===== src/rtl/display_scan_mux_pkg.sv =====
// +----------------------------------------------------------------------------
// | display_scan_mux_pkg
// | Shared constants, types and helpers for the 7-segment display scanner.
// | Revision: 1.0
// +----------------------------------------------------------------------------
`default_nettype none

package display_scan_mux_pkg;

  localparam logic [6:0] SEG_OFF          = 7'h7F;
  localparam int         DIGIT_IDX_W      = 3;
  localparam int         DEF_REFRESH_DIV  = 50000;
  localparam int         DEF_BLANK_CYCLES = 500;

  typedef logic [DIGIT_IDX_W-1:0] idx_t;

  typedef enum logic {
    PH_BLANK = 1'b0,
    PH_ON    = 1'b1
  } phase_e;

  function automatic int cnt_width(input int div);
    return (div > 1) ? $clog2(div) : 1;
  endfunction

endpackage

`default_nettype wire


===== src/rtl/display_scan_mux_if.sv =====
// +----------------------------------------------------------------------------
// | display_scan_mux_if
// | Frame-load inputs and per-digit scan outputs of the display scanner.
// | Revision: 1.0
// +----------------------------------------------------------------------------
`default_nettype none

interface display_scan_mux_if #(
  parameter int N_DIGITS = 4
);
  logic                    en;
  logic                    load;
  logic [4*N_DIGITS-1:0]   data_in;
  logic [N_DIGITS-1:0]     dp_in;
  logic                    lz_en;
  logic [3:0]              hex_out;
  logic                    blank_out;
  logic                    dp_out;
  logic [N_DIGITS-1:0]     an;
  logic [2:0]              digit_idx;
  logic                    frame_start;

  modport master (
    output en, load, data_in, dp_in, lz_en,
    input  hex_out, blank_out, dp_out, an, digit_idx, frame_start
  );

  modport slave (
    input  en, load, data_in, dp_in, lz_en,
    output hex_out, blank_out, dp_out, an, digit_idx, frame_start
  );
endinterface

`default_nettype wire


===== src/rtl/display_scan_mux_scan_timer.sv =====
// +----------------------------------------------------------------------------
// | display_scan_mux_scan_timer
// | Slot counter and digit index with look-ahead slot/frame/phase strobes.
// | Revision: 1.0
// +----------------------------------------------------------------------------
`default_nettype none

module display_scan_mux_scan_timer
  import display_scan_mux_pkg::*;
#(
  parameter int N_DIGITS     = 4,
  parameter int REFRESH_DIV  = DEF_REFRESH_DIV,
  parameter int BLANK_CYCLES = DEF_BLANK_CYCLES
) (
  input  logic   clk,
  input  logic   rst_n,
  input  logic   en,
  output idx_t   digit_idx,
  output idx_t   idx_nxt,
  output logic   slot_start,
  output logic   frame_start_nxt,
  output logic   boundary,
  output phase_e phase_nxt
);

  localparam int                 c_cnt_w    = cnt_width(REFRESH_DIV);
  localparam logic [c_cnt_w-1:0] c_cnt_last = c_cnt_w'(REFRESH_DIV - 1);
  localparam logic [c_cnt_w-1:0] c_blank    = c_cnt_w'(BLANK_CYCLES);
  localparam idx_t               c_idx_last = idx_t'(N_DIGITS - 1);

  logic [c_cnt_w-1:0] r_cnt;
  logic [c_cnt_w-1:0] w_cnt_nxt;
  idx_t               r_idx;
  logic               r_run;

  // r_run marks that the previous cycle was already scanning, so the first
  // enabled cycle restarts the frame at digit 0.
  always_comb begin : p_next
    w_cnt_nxt       = r_cnt + 1'b1;
    idx_nxt         = r_idx;
    slot_start      = 1'b0;
    frame_start_nxt = 1'b0;
    boundary        = 1'b0;
    if (!en) begin
      w_cnt_nxt = '0;
      idx_nxt   = '0;
    end else if (!r_run) begin
      w_cnt_nxt       = '0;
      idx_nxt         = '0;
      slot_start      = 1'b1;
      frame_start_nxt = 1'b1;
    end else if (r_cnt == c_cnt_last) begin
      w_cnt_nxt  = '0;
      slot_start = 1'b1;
      if (r_idx == c_idx_last) begin
        idx_nxt         = '0;
        boundary        = 1'b1;
        frame_start_nxt = 1'b1;
      end else begin
        idx_nxt = r_idx + 1'b1;
      end
    end
    phase_nxt = (w_cnt_nxt >= c_blank) ? PH_ON : PH_BLANK;
  end

  always_ff @(posedge clk or negedge rst_n) begin : p_reg
    if (!rst_n) begin
      r_cnt <= '0;
      r_idx <= '0;
      r_run <= 1'b0;
    end else begin
      r_cnt <= w_cnt_nxt;
      r_idx <= idx_nxt;
      r_run <= en;
    end
  end

  assign digit_idx = r_idx;

endmodule

`default_nettype wire


===== src/rtl/display_scan_mux.sv =====
// +----------------------------------------------------------------------------
// | display_scan_mux
// | Time-multiplexed N-digit 7-segment scanner with tear-free frame loading.
// | Revision: 1.0
// +----------------------------------------------------------------------------
`default_nettype none

module display_scan_mux
  import display_scan_mux_pkg::*;
#(
  parameter int N_DIGITS      = 4,
  parameter int REFRESH_DIV   = DEF_REFRESH_DIV,
  parameter int BLANK_CYCLES  = DEF_BLANK_CYCLES,
  parameter bit AN_ACTIVE_LOW = 1'b1
) (
  input  logic                clk,
  input  logic                rst_n,
  display_scan_mux_if.slave   bus
);

  if (N_DIGITS < 1 || N_DIGITS > 8) begin : g_chk_ndigits
    $error("display_scan_mux: N_DIGITS must be in 1..8");
  end
  if (REFRESH_DIV < 2) begin : g_chk_div
    $error("display_scan_mux: REFRESH_DIV must be >= 2");
  end
  if (BLANK_CYCLES < 0 || BLANK_CYCLES >= REFRESH_DIV) begin : g_chk_blank
    $error("display_scan_mux: BLANK_CYCLES must be in 0..REFRESH_DIV-1");
  end

  localparam logic [N_DIGITS-1:0] c_an_off = AN_ACTIVE_LOW ? {N_DIGITS{1'b1}} : '0;

  idx_t   w_idx_nxt;
  logic   w_slot_start;
  logic   w_frame_start_nxt;
  logic   w_boundary;
  phase_e w_phase_nxt;

  display_scan_mux_scan_timer #(
    .N_DIGITS     (N_DIGITS),
    .REFRESH_DIV  (REFRESH_DIV),
    .BLANK_CYCLES (BLANK_CYCLES)
  ) u_timer (
    .clk             (clk),
    .rst_n           (rst_n),
    .en              (bus.en),
    .digit_idx       (bus.digit_idx),
    .idx_nxt         (w_idx_nxt),
    .slot_start      (w_slot_start),
    .frame_start_nxt (w_frame_start_nxt),
    .boundary        (w_boundary),
    .phase_nxt       (w_phase_nxt)
  );

  logic [4*N_DIGITS-1:0] r_shadow, r_pend, w_shadow_nxt, w_pend_nxt;
  logic [N_DIGITS-1:0]   r_shadow_dp, r_pend_dp, w_shadow_dp_nxt, w_pend_dp_nxt;
  logic                  r_pending, w_pending_nxt;
  logic [3:0]            w_nib;
  logic                  w_dp, w_lz;
  logic [N_DIGITS-1:0]   w_sel, w_an_on;
  logic [3:0]            r_hex;
  logic                  r_blank, r_dp, r_fs;
  logic [N_DIGITS-1:0]   r_an;

  // Loads while scanning are parked in pend_buf and only reach the shadow at
  // the frame boundary; a load in the boundary cycle itself goes straight in.
  always_comb begin : p_frame
    w_shadow_nxt    = r_shadow;
    w_shadow_dp_nxt = r_shadow_dp;
    w_pend_nxt      = r_pend;
    w_pend_dp_nxt   = r_pend_dp;
    w_pending_nxt   = r_pending;
    if (!bus.en) begin
      if (bus.load) begin
        w_shadow_nxt    = bus.data_in;
        w_shadow_dp_nxt = bus.dp_in;
        w_pending_nxt   = 1'b0;
      end
    end else if (w_boundary) begin
      w_pending_nxt = 1'b0;
      if (bus.load) begin
        w_shadow_nxt    = bus.data_in;
        w_shadow_dp_nxt = bus.dp_in;
      end else if (r_pending) begin
        w_shadow_nxt    = r_pend;
        w_shadow_dp_nxt = r_pend_dp;
      end
    end else if (bus.load) begin
      w_pend_nxt    = bus.data_in;
      w_pend_dp_nxt = bus.dp_in;
      w_pending_nxt = 1'b1;
    end
  end

  // Walk from the MSD down so v_zero means "this digit and all above are 0".
  always_comb begin : p_digit
    logic v_zero;
    v_zero = 1'b1;
    w_nib  = 4'h0;
    w_dp   = 1'b0;
    w_lz   = 1'b0;
    w_sel  = '0;
    for (int d = N_DIGITS - 1; d >= 0; d--) begin
      v_zero = v_zero & (w_shadow_nxt[4*d +: 4] == 4'h0);
      if (w_idx_nxt == idx_t'(d)) begin
        w_nib    = w_shadow_nxt[4*d +: 4];
        w_dp     = w_shadow_dp_nxt[d];
        w_lz     = v_zero & (d > 0);
        w_sel[d] = 1'b1;
      end
    end
  end

  assign w_an_on = AN_ACTIVE_LOW ? ~w_sel : w_sel;

  always_ff @(posedge clk or negedge rst_n) begin : p_reg
    if (!rst_n) begin
      r_shadow    <= '0;
      r_shadow_dp <= '0;
      r_pend      <= '0;
      r_pend_dp   <= '0;
      r_pending   <= 1'b0;
      r_hex       <= 4'h0;
      r_blank     <= 1'b1;
      r_dp        <= 1'b0;
      r_fs        <= 1'b0;
      r_an        <= c_an_off;
    end else begin
      r_shadow    <= w_shadow_nxt;
      r_shadow_dp <= w_shadow_dp_nxt;
      r_pend      <= w_pend_nxt;
      r_pend_dp   <= w_pend_dp_nxt;
      r_pending   <= w_pending_nxt;
      r_fs        <= w_frame_start_nxt;
      r_an        <= (bus.en && w_phase_nxt == PH_ON) ? w_an_on : c_an_off;
      if (!bus.en) begin
        r_blank <= 1'b1;
      end else if (w_slot_start) begin
        r_hex   <= w_nib;
        r_dp    <= w_dp;
        r_blank <= bus.lz_en & w_lz;
      end
    end
  end

  assign bus.hex_out     = r_hex;
  assign bus.blank_out   = r_blank;
  assign bus.dp_out      = r_dp;
  assign bus.an          = r_an;
  assign bus.frame_start = r_fs;

endmodule

`default_nettype wire


===== src/flat_wrapper.sv =====
// flat-port wrapper written by rule: the top's interface ports become plain ports
module display_scan_mux_flat import display_scan_mux_pkg::*;
#(
  parameter int N_DIGITS      = 4,
  parameter int REFRESH_DIV   = DEF_REFRESH_DIV,
  parameter int BLANK_CYCLES  = DEF_BLANK_CYCLES,
  parameter bit AN_ACTIVE_LOW = 1'b1
)
  (clk, rst_n, bus_en, bus_load, bus_data_in, bus_dp_in, bus_lz_en, bus_hex_out, bus_blank_out, bus_dp_out, bus_an, bus_digit_idx, bus_frame_start);
  display_scan_mux_if #(.N_DIGITS(N_DIGITS)) bus_i ();
  input  logic clk;
  input  logic rst_n;
  input wire logic [$bits(bus_i.en)-1:0] bus_en;
  input wire logic [$bits(bus_i.load)-1:0] bus_load;
  input wire logic [$bits(bus_i.data_in)-1:0] bus_data_in;
  input wire logic [$bits(bus_i.dp_in)-1:0] bus_dp_in;
  input wire logic [$bits(bus_i.lz_en)-1:0] bus_lz_en;
  output wire logic [$bits(bus_i.hex_out)-1:0] bus_hex_out;
  output wire logic [$bits(bus_i.blank_out)-1:0] bus_blank_out;
  output wire logic [$bits(bus_i.dp_out)-1:0] bus_dp_out;
  output wire logic [$bits(bus_i.an)-1:0] bus_an;
  output wire logic [$bits(bus_i.digit_idx)-1:0] bus_digit_idx;
  output wire logic [$bits(bus_i.frame_start)-1:0] bus_frame_start;
  assign bus_i.en = bus_en;
  assign bus_i.load = bus_load;
  assign bus_i.data_in = bus_data_in;
  assign bus_i.dp_in = bus_dp_in;
  assign bus_i.lz_en = bus_lz_en;
  assign bus_hex_out = bus_i.hex_out;
  assign bus_blank_out = bus_i.blank_out;
  assign bus_dp_out = bus_i.dp_out;
  assign bus_an = bus_i.an;
  assign bus_digit_idx = bus_i.digit_idx;
  assign bus_frame_start = bus_i.frame_start;
  display_scan_mux #(.N_DIGITS(N_DIGITS), .REFRESH_DIV(REFRESH_DIV), .BLANK_CYCLES(BLANK_CYCLES), .AN_ACTIVE_LOW(AN_ACTIVE_LOW)) u_core (.clk(clk), .rst_n(rst_n), .bus(bus_i));
endmodule

===== config.mk =====
export PLATFORM = sky130hd
export DESIGN_NAME = display_scan_mux_flat
export DESIGN_NICKNAME = d
export VERILOG_FILES = /design/src/rtl/display_scan_mux_pkg.sv /design/src/rtl/display_scan_mux_if.sv /design/src/rtl/display_scan_mux_scan_timer.sv /design/src/rtl/display_scan_mux.sv /design/src/flat_wrapper.sv
export SDC_FILE = /design/constraint.sdc
export NUM_CORES = 1
export LEC_CHECK = 0
export CAP_MARGIN = 20
export CORE_AREA = 2 2 106 108
export DETAILED_ROUTE_END_ITERATION = 12
export DIE_AREA = 0 0 108 110
export GPL_TIMING_DRIVEN = 0
export HOLD_SLACK_MARGIN = 0.1
export PLACE_DENSITY_LB_ADDON = 0.25
export SYNTH_ARGS = -nofsm -noshare
export SYNTH_HDL_FRONTEND = slang
export SYNTH_HIERARCHICAL = 1
export SYNTH_SLANG_ARGS = --single-unit

===== constraint.sdc =====
create_clock -name clk -period 3.7 [get_ports clk]
set_input_delay 0.555 -clock clk [delete_from_list [all_inputs] [get_ports clk]]
set_output_delay 0.555 -clock clk [all_outputs]
set_load 0.05 [all_outputs]

==> reports/metrics.cfg, run 1 <==
[run_status]
status=finished, final reports clean

[logic_synthesis]
ys_seq_area_share_pct=49.0
postSynthAreaPerCell_sq_um=10.1
synth-seq-cells=72
netlist_instances=366
synth_cell_types=59
syn_nets=393
synth_area_leaders=dfrtp_1 (45%), mux2_2 (6.7%), o22ai_1 (4.2%)
yosysMostFrequentCell=dfrtp_1
synth_edf_count=0
synth_top_area_share_pct=45.5
yosys.area.top_type=dfrtp_1
yosysWarningCount=6
ys.flop_type=dfrtp_1
synthTopCellsByCount=dfrtp_1 (67), nand2_1 (37), nor2_1 (33)
synth-async-reset-ratio_pct=100
netlist_area_sq_mm=0.00369

[power]
p_sw_uw=536
cell_internal_pwr_uw=1260
p_leak_uw=0.00175
ir_drop_mv=0.180
power.share.clock_pct=31.9
p_sw_share_pct=29.8
power_uw=1800
combPwrFrac_pct=17.7
power_frac_seq_pct=50.4
power_density_mw_per_mm2=402

[sta]
setup_viol=0
fmax_mhz=289
slew_headroom_pct=50.4
finalMaxSlewViolations=0
skew_ns=0.0132
post-route-period-util_pct=93.4
period_needed_ns=3.46
finalHoldViolations=0
tightest_slew_ns=0.733
setup_tns_ns=0
grt_setup_unrepaired=yes

[critical_path]
ff2ff_path_depth=12
cpMaxStageDelayCell=mux4_2
cp_slowest_stage_delay_ns=0.49
critPathMaxFanout=10
endpoint_kind=register
cp.required_ns=3.93
cp_cell_sequence=ha_1 > nand3_1 > nor4_2 > nand2_1 > nor2_2 > nand2b_1 > buf_2 > nand2_1 > o22ai_1 > a21oi_1 > mux4_2 > a22o_1
crit_arrival_ns=3.69
rrSetupSlack_ns=0.24
path_common_cell=nand2_1
startpoint_type=register
critPathKind=reg -> reg

[detailed_routing]
routedWlPerCell_um=16.4
vias=2957
ant_nets=0
via_per_inst=5.27
route.detailed.drc=0
drtIter0Drc=138
wl_mm=9.20
dr.pass1.iters=4

[floorplan]
core_sq_mm=0.0107
initial_utilization_pct=34.5
die_w_um=108
die_area_sq_mm=0.0119
die_y_um=110
row_count=38
num_io_pins=39

[clock_network]
clk_path_buf_depth=2
clock_sinks=72
cts_buffers=9
clkTransAtPathRegs_ns=0.09
htreeDepth=3
ctsResizeCount=1
clk_latency_ns=0.35
cts_tree=done
cts_setup_buffers=0
root_buffer=clkbuf_8
cts-hold-fix-buffers=0

[cells_and_area]
nFillCells=1059
stdcell_area_sq_mm=0.00448
nets=443
n_antenna_cell=0
final_layout_size_suffix_gt1_share_pct=18.5
area_delta_synth_final_pct=21.4

[place]
gpl.final_weighted_congestion=0.796
dp_hpwl_mm=6.54
port_buffers=38
dpl_cell_area_sq_mm=0.00426

[global_route]
grt_pass1_wl_mm=15.2
overflow=0
grt_util_all_layers_pct=16.5
grt_pass1_vias=2953
grt_max_degree=38
grt_antenna_before_repair=0

[hold_path]
hold_class=in -> async

[job]
maxCapViolCount=0

-- through the flow --
step	instances	util (%)	setup WS (ns)	hold slack [ns]
after floorplan	366	-	0.356	0.259
after global placement	544	39.7	-0.473	0.464
after detailed placement	545	39.8	0.0192	0.477
after CTS	561	41.5	0.00451	0.164
after global routing	561	41.8	-0.0535	0.170
final	561	41.8	0.243	0.153
-- layer usage --
metal / up-vias / wire (um) / GRT usage [%] / share of wire (%)
met2: 67 / 4340 / 27.3 / 47
met5: - / 0 / 0 / 0
met3: 13 / 384 / 3.76 / 4.2
met4: 0 / 140 / 5.04 / 1.5
met1: 1450 / 4330 / 21.7 / 47
li1: 1427 / - / - / -
-- worst max-delay path, delay by kind of cell, from the launching register on --
kind	cells	cell delay, ns
AOI/OAI and AO/OA	3	0.54
and+or+nand+nor	6	1.42
buffers and inverters	1	0.24
muxes	1	0.49
DFF	1	0.39
adders and majority gates	1	0.25
-- cell usage in the layout, fill, tap and decap left out, types with 6 or more instances in the layout --
master	instances
inv_1	10
buf_2	9
a21oi_1	20
nand2b_1	6
clkbuf_8	10
xnor2_1	6
o211ai_1	7
xor2_1	10
clkdlybuf4s50_1	37
o22ai_1	25
mux2_2	22
nand3_1	10
dfrtp_1	66
nor2_1	31
nand2_1	36
o21ai_0	10
-- power by group through the flow --
stage	clock (uW)	sequential, uW	combinational (uW)
after global placement	0	918	309
after floorplan	0	950	158
after global routing	632	914	347
after detailed placement	0	921	318
after CTS	601	905	319
final	574	906	319
-- area by class of cell --
type / instances / area, sq um / area share (%)
multi-input cells: 264 / 1770 / 39.6
repair buffers: 39 / 398 / 8.89
well taps: 140 / 175 / 3.91
plain buffers: 19 / 101 / 2.26
flip-flops and latches: 72 / 1810 / 40.4
clock inverters: 6 / 42.5 / 0.950
inverters: 11 / 41.3 / 0.922
clock buffers: 10 / 138 / 3.07
-- flip-flops by register name, summed over array words and instances, names as in the netlist, 3 cells and up --
signal	count
u_core/u_timer/r_cnt	16
u_core/r_pend	16
u_core/r_pend_dp	4
u_core/r_shadow_dp	4
u_core/bus.hex_out	4
u_core/bus.an	4
u_core/r_shadow	16
u_core/u_timer/digit_idx	3
-- path summary, 6_finish.rpt --
check,endpoint,startpoint
setup / recovery,u_core/bus.hex_out[3],u_core/u_timer/r_cnt[0]
hold / removal,u_core/r_pend[8],rst_n
setup reg to reg,u_core/bus.hex_out[3],u_core/u_timer/r_cnt[0]
hold reg to reg,u_core/u_timer/r_cnt[0],u_core/u_timer/r_cnt[0]
max in group asynchronous,u_core/bus.blank_out,rst_n
min in group clk,u_core/u_timer/r_cnt[0],u_core/u_timer/r_cnt[0]
-- cells by family after synthesis --
family          share of synthesized area (%)
simple gates                             17.7
compound gates                           15.9
flops                                    49.0
buf+inv                                  3.77
mux                                      9.09
xor+xnor                                 3.80
fa+ha+maj                               0.679
(Power assumes the default switching activity.)
==> run 2: changes to the inputs <==
--- a/config.mk
+++ b/config.mk
@@ -12,6 +12,7 @@
 export GPL_TIMING_DRIVEN = 0
 export HOLD_SLACK_MARGIN = 0.1
 export PLACE_DENSITY_LB_ADDON = 0.25
+export REMOVE_ABC_BUFFERS = 1
 export SYNTH_ARGS = -nofsm -noshare
 export SYNTH_HDL_FRONTEND = slang
 export SYNTH_HIERARCHICAL = 1
==> run 2 against run 1 <==
  * Sequential share of layout area is 0.19 points higher
  * Die area stayed put
  * Cell area is 0.53% lower
  * Largest cell class unchanged
  * Largest power group unchanged
==> reports/metrics.cfg, run 2 (same netlist as run 1, synthesis figures left out) <==
[run_status]
status=finished, final reports clean

[critical_path]
critPathTopFamily=simple AND/OR/NAND/NOR gates
cpMaxStageDelayCell=mux4_2
startpoint_type=register
cp_slowest_stage_delay_ns=0.53
rrSetupSlack_ns=0.33
cp_cell_sequence=nor4b_2 > nand2_1 > nor4_2 > nand2_1 > nor2_2 > nor2b_1 > nor2_2 > a221oi_1 > mux4_2 > a22o_1
critPathMaxFanout=7
reg2reg_from=u_core/u_timer/r_cnt[5]
critPathKind=reg -> reg
reg2reg_to=u_core/bus.hex_out[3]
endpoint_kind=register
ff2ff_path_depth=10
crit_arrival_ns=3.60
cp.required_ns=3.93
path_buf_inv=0

[sta]
holdWs_ns=0.135
slew_headroom_pct=31.0
period_needed_ns=3.37
finalHoldViolations=0
grt_setup_unrepaired=no
setup_viol=0
finalMaxSlewViolations=0
fmax_mhz=297
post-route-period-util_pct=91.0
skew_ns=0.0155
fin_ws_ns=0.334
tightest_slew_ns=1.03

[power]
power_density_mw_per_mm2=415
p_leak_uw=0.00173
ir_drop_mv=0.179

[cells_and_area]
area_delta_synth_final_pct=20.8
mostFrequentLayoutCell=dfrtp_1
reg.largest.list=u_core/r_pend: 16 flops, u_core/r_shadow: 16 flops, u_core/u_timer/r_cnt: 16 flops
final_cell_mix=dfrtp_1 (67), clkdlybuf4s50_1 (36), nand2_1 (36), nor2_1 (31), o22ai_1 (25)
fin_cells=547
final_layout_size_suffix_gt1_share_pct=16.5
nets=429
fin_util_pct=41.6
n_antenna_cell=0

[detailed_routing]
wl_mm=8.91
drtIter0Drc=140
routedWlPerCell_um=16.3
dr.pass1.iters=4
via_per_inst=5.35
ant_nets=0
vias=2929
route.detailed.drc=0

[clock_network]
clk_latency_ns=0.35
clkTransAtPathRegs_ns=0.09
cts_tree=done
cts_buffers=9
clk_path_buf_depth=2
root_buffer=clkbuf_8
htreeDepth=3
clock_sinks=72

[job]
maxCapViolCount=0

[floorplan]
row_count=38
die_y_um=110
die_w_um=108
core_sq_mm=0.0107
die_area_sq_mm=0.0119
num_io_pins=39
initial_utilization_pct=34.5

[global_route]
grt_antenna_before_repair=0
grt_util_all_layers_pct=15.7
overflow=0
grt_max_degree=41
grt_pass1_wl_mm=14.5
grt_pass1_vias=2851

[place]
gpl.final_weighted_congestion=0.794
port_buffers=38
dp_hpwl_mm=6.07
dp.cells=526
post-place-ws_ns=-1.14

[hold_path]
hold_class=in -> async

==> run 2: cell count changes in the layout (fill, tap and decap cells not counted), sizes merged <==
cell | previous run | this run
buf | 15 | 7
bufinv | 0 | 1
clkbuf | 16 | 10
clkdlybuf4s15 | 0 | 1
clkdlybuf4s50 | 37 | 36
clkinvlp | 2 | 1
==> run 2: stage by stage <==
| stage | power [uW] | setup TNS (ns) | area, sq um |
|---|---|---|---|
| after floorplan | 1100 | 0 | 3590 |
| after global placement | 1220 | -51.47 | 4150 |
| after detailed placement | 1230 | -17.65 | 4160 |
| after CTS | 1870 | 0 | 4390 |
| after global routing | 1940 | 0 | 4450 |
| final | 1850 | 0 | 4450 |
==> run 2: area by class of cell <==
class | instances | area (sq um)
fillers | 1051 | 6240
flip-flops and latches | 72 | 1810
multi-input cells | 264 | 1780
repair buffers | 44 | 455
well taps | 140 | 175
clock buffers | 10 | 128
clock inverters | 6 | 68.8
inverters | 11 | 41.3
==> run 2: how the worst max path moves through the flow <==
stage          slack, ns  cells past startpoint               startpoint                    end
6_report            0.33                     10  u_core/u_timer/r_cnt[5]  u_core/bus.hex_out[3]
5_1_grt             0.07                     11  u_core/u_timer/r_cnt[5]   u_core/bus.blank_out
4_1_cts             0.03                      9                   bus_en  u_core/bus.hex_out[3]
3_5_place_dp       -1.14                      9                   bus_en  u_core/bus.hex_out[3]
3_3_place_gp       -1.16                      9                   bus_en  u_core/bus.hex_out[3]
2_1_floorplan       0.27                      9  u_core/u_timer/r_cnt[5]   u_core/bus.blank_out
==> run 2: where the power goes <==
group	internal [uW]	switching [uW]
combinational	139	168
clock	315	316
sequential	859	51.4
total	1310	535
==> run 2: what timing repair did <==
action                     4_1_cts  5_1_grt
gates cloned                     0        0
buffers inserted                 0        4
setup endpoints to repair       15        2
pin swaps                        0        1
hold buffers                     0        0
gates resized for setup          8        3
==> run 2: per-layer routing <==
layer	vias to the layer above	track usage (%)	share of wire, %
met2	72	26.0	47
met5	-	0	0
li1	1404	-	-
met1	1442	20.8	46
met4	0	4.76	1.3
met3	11	3.35	5.1
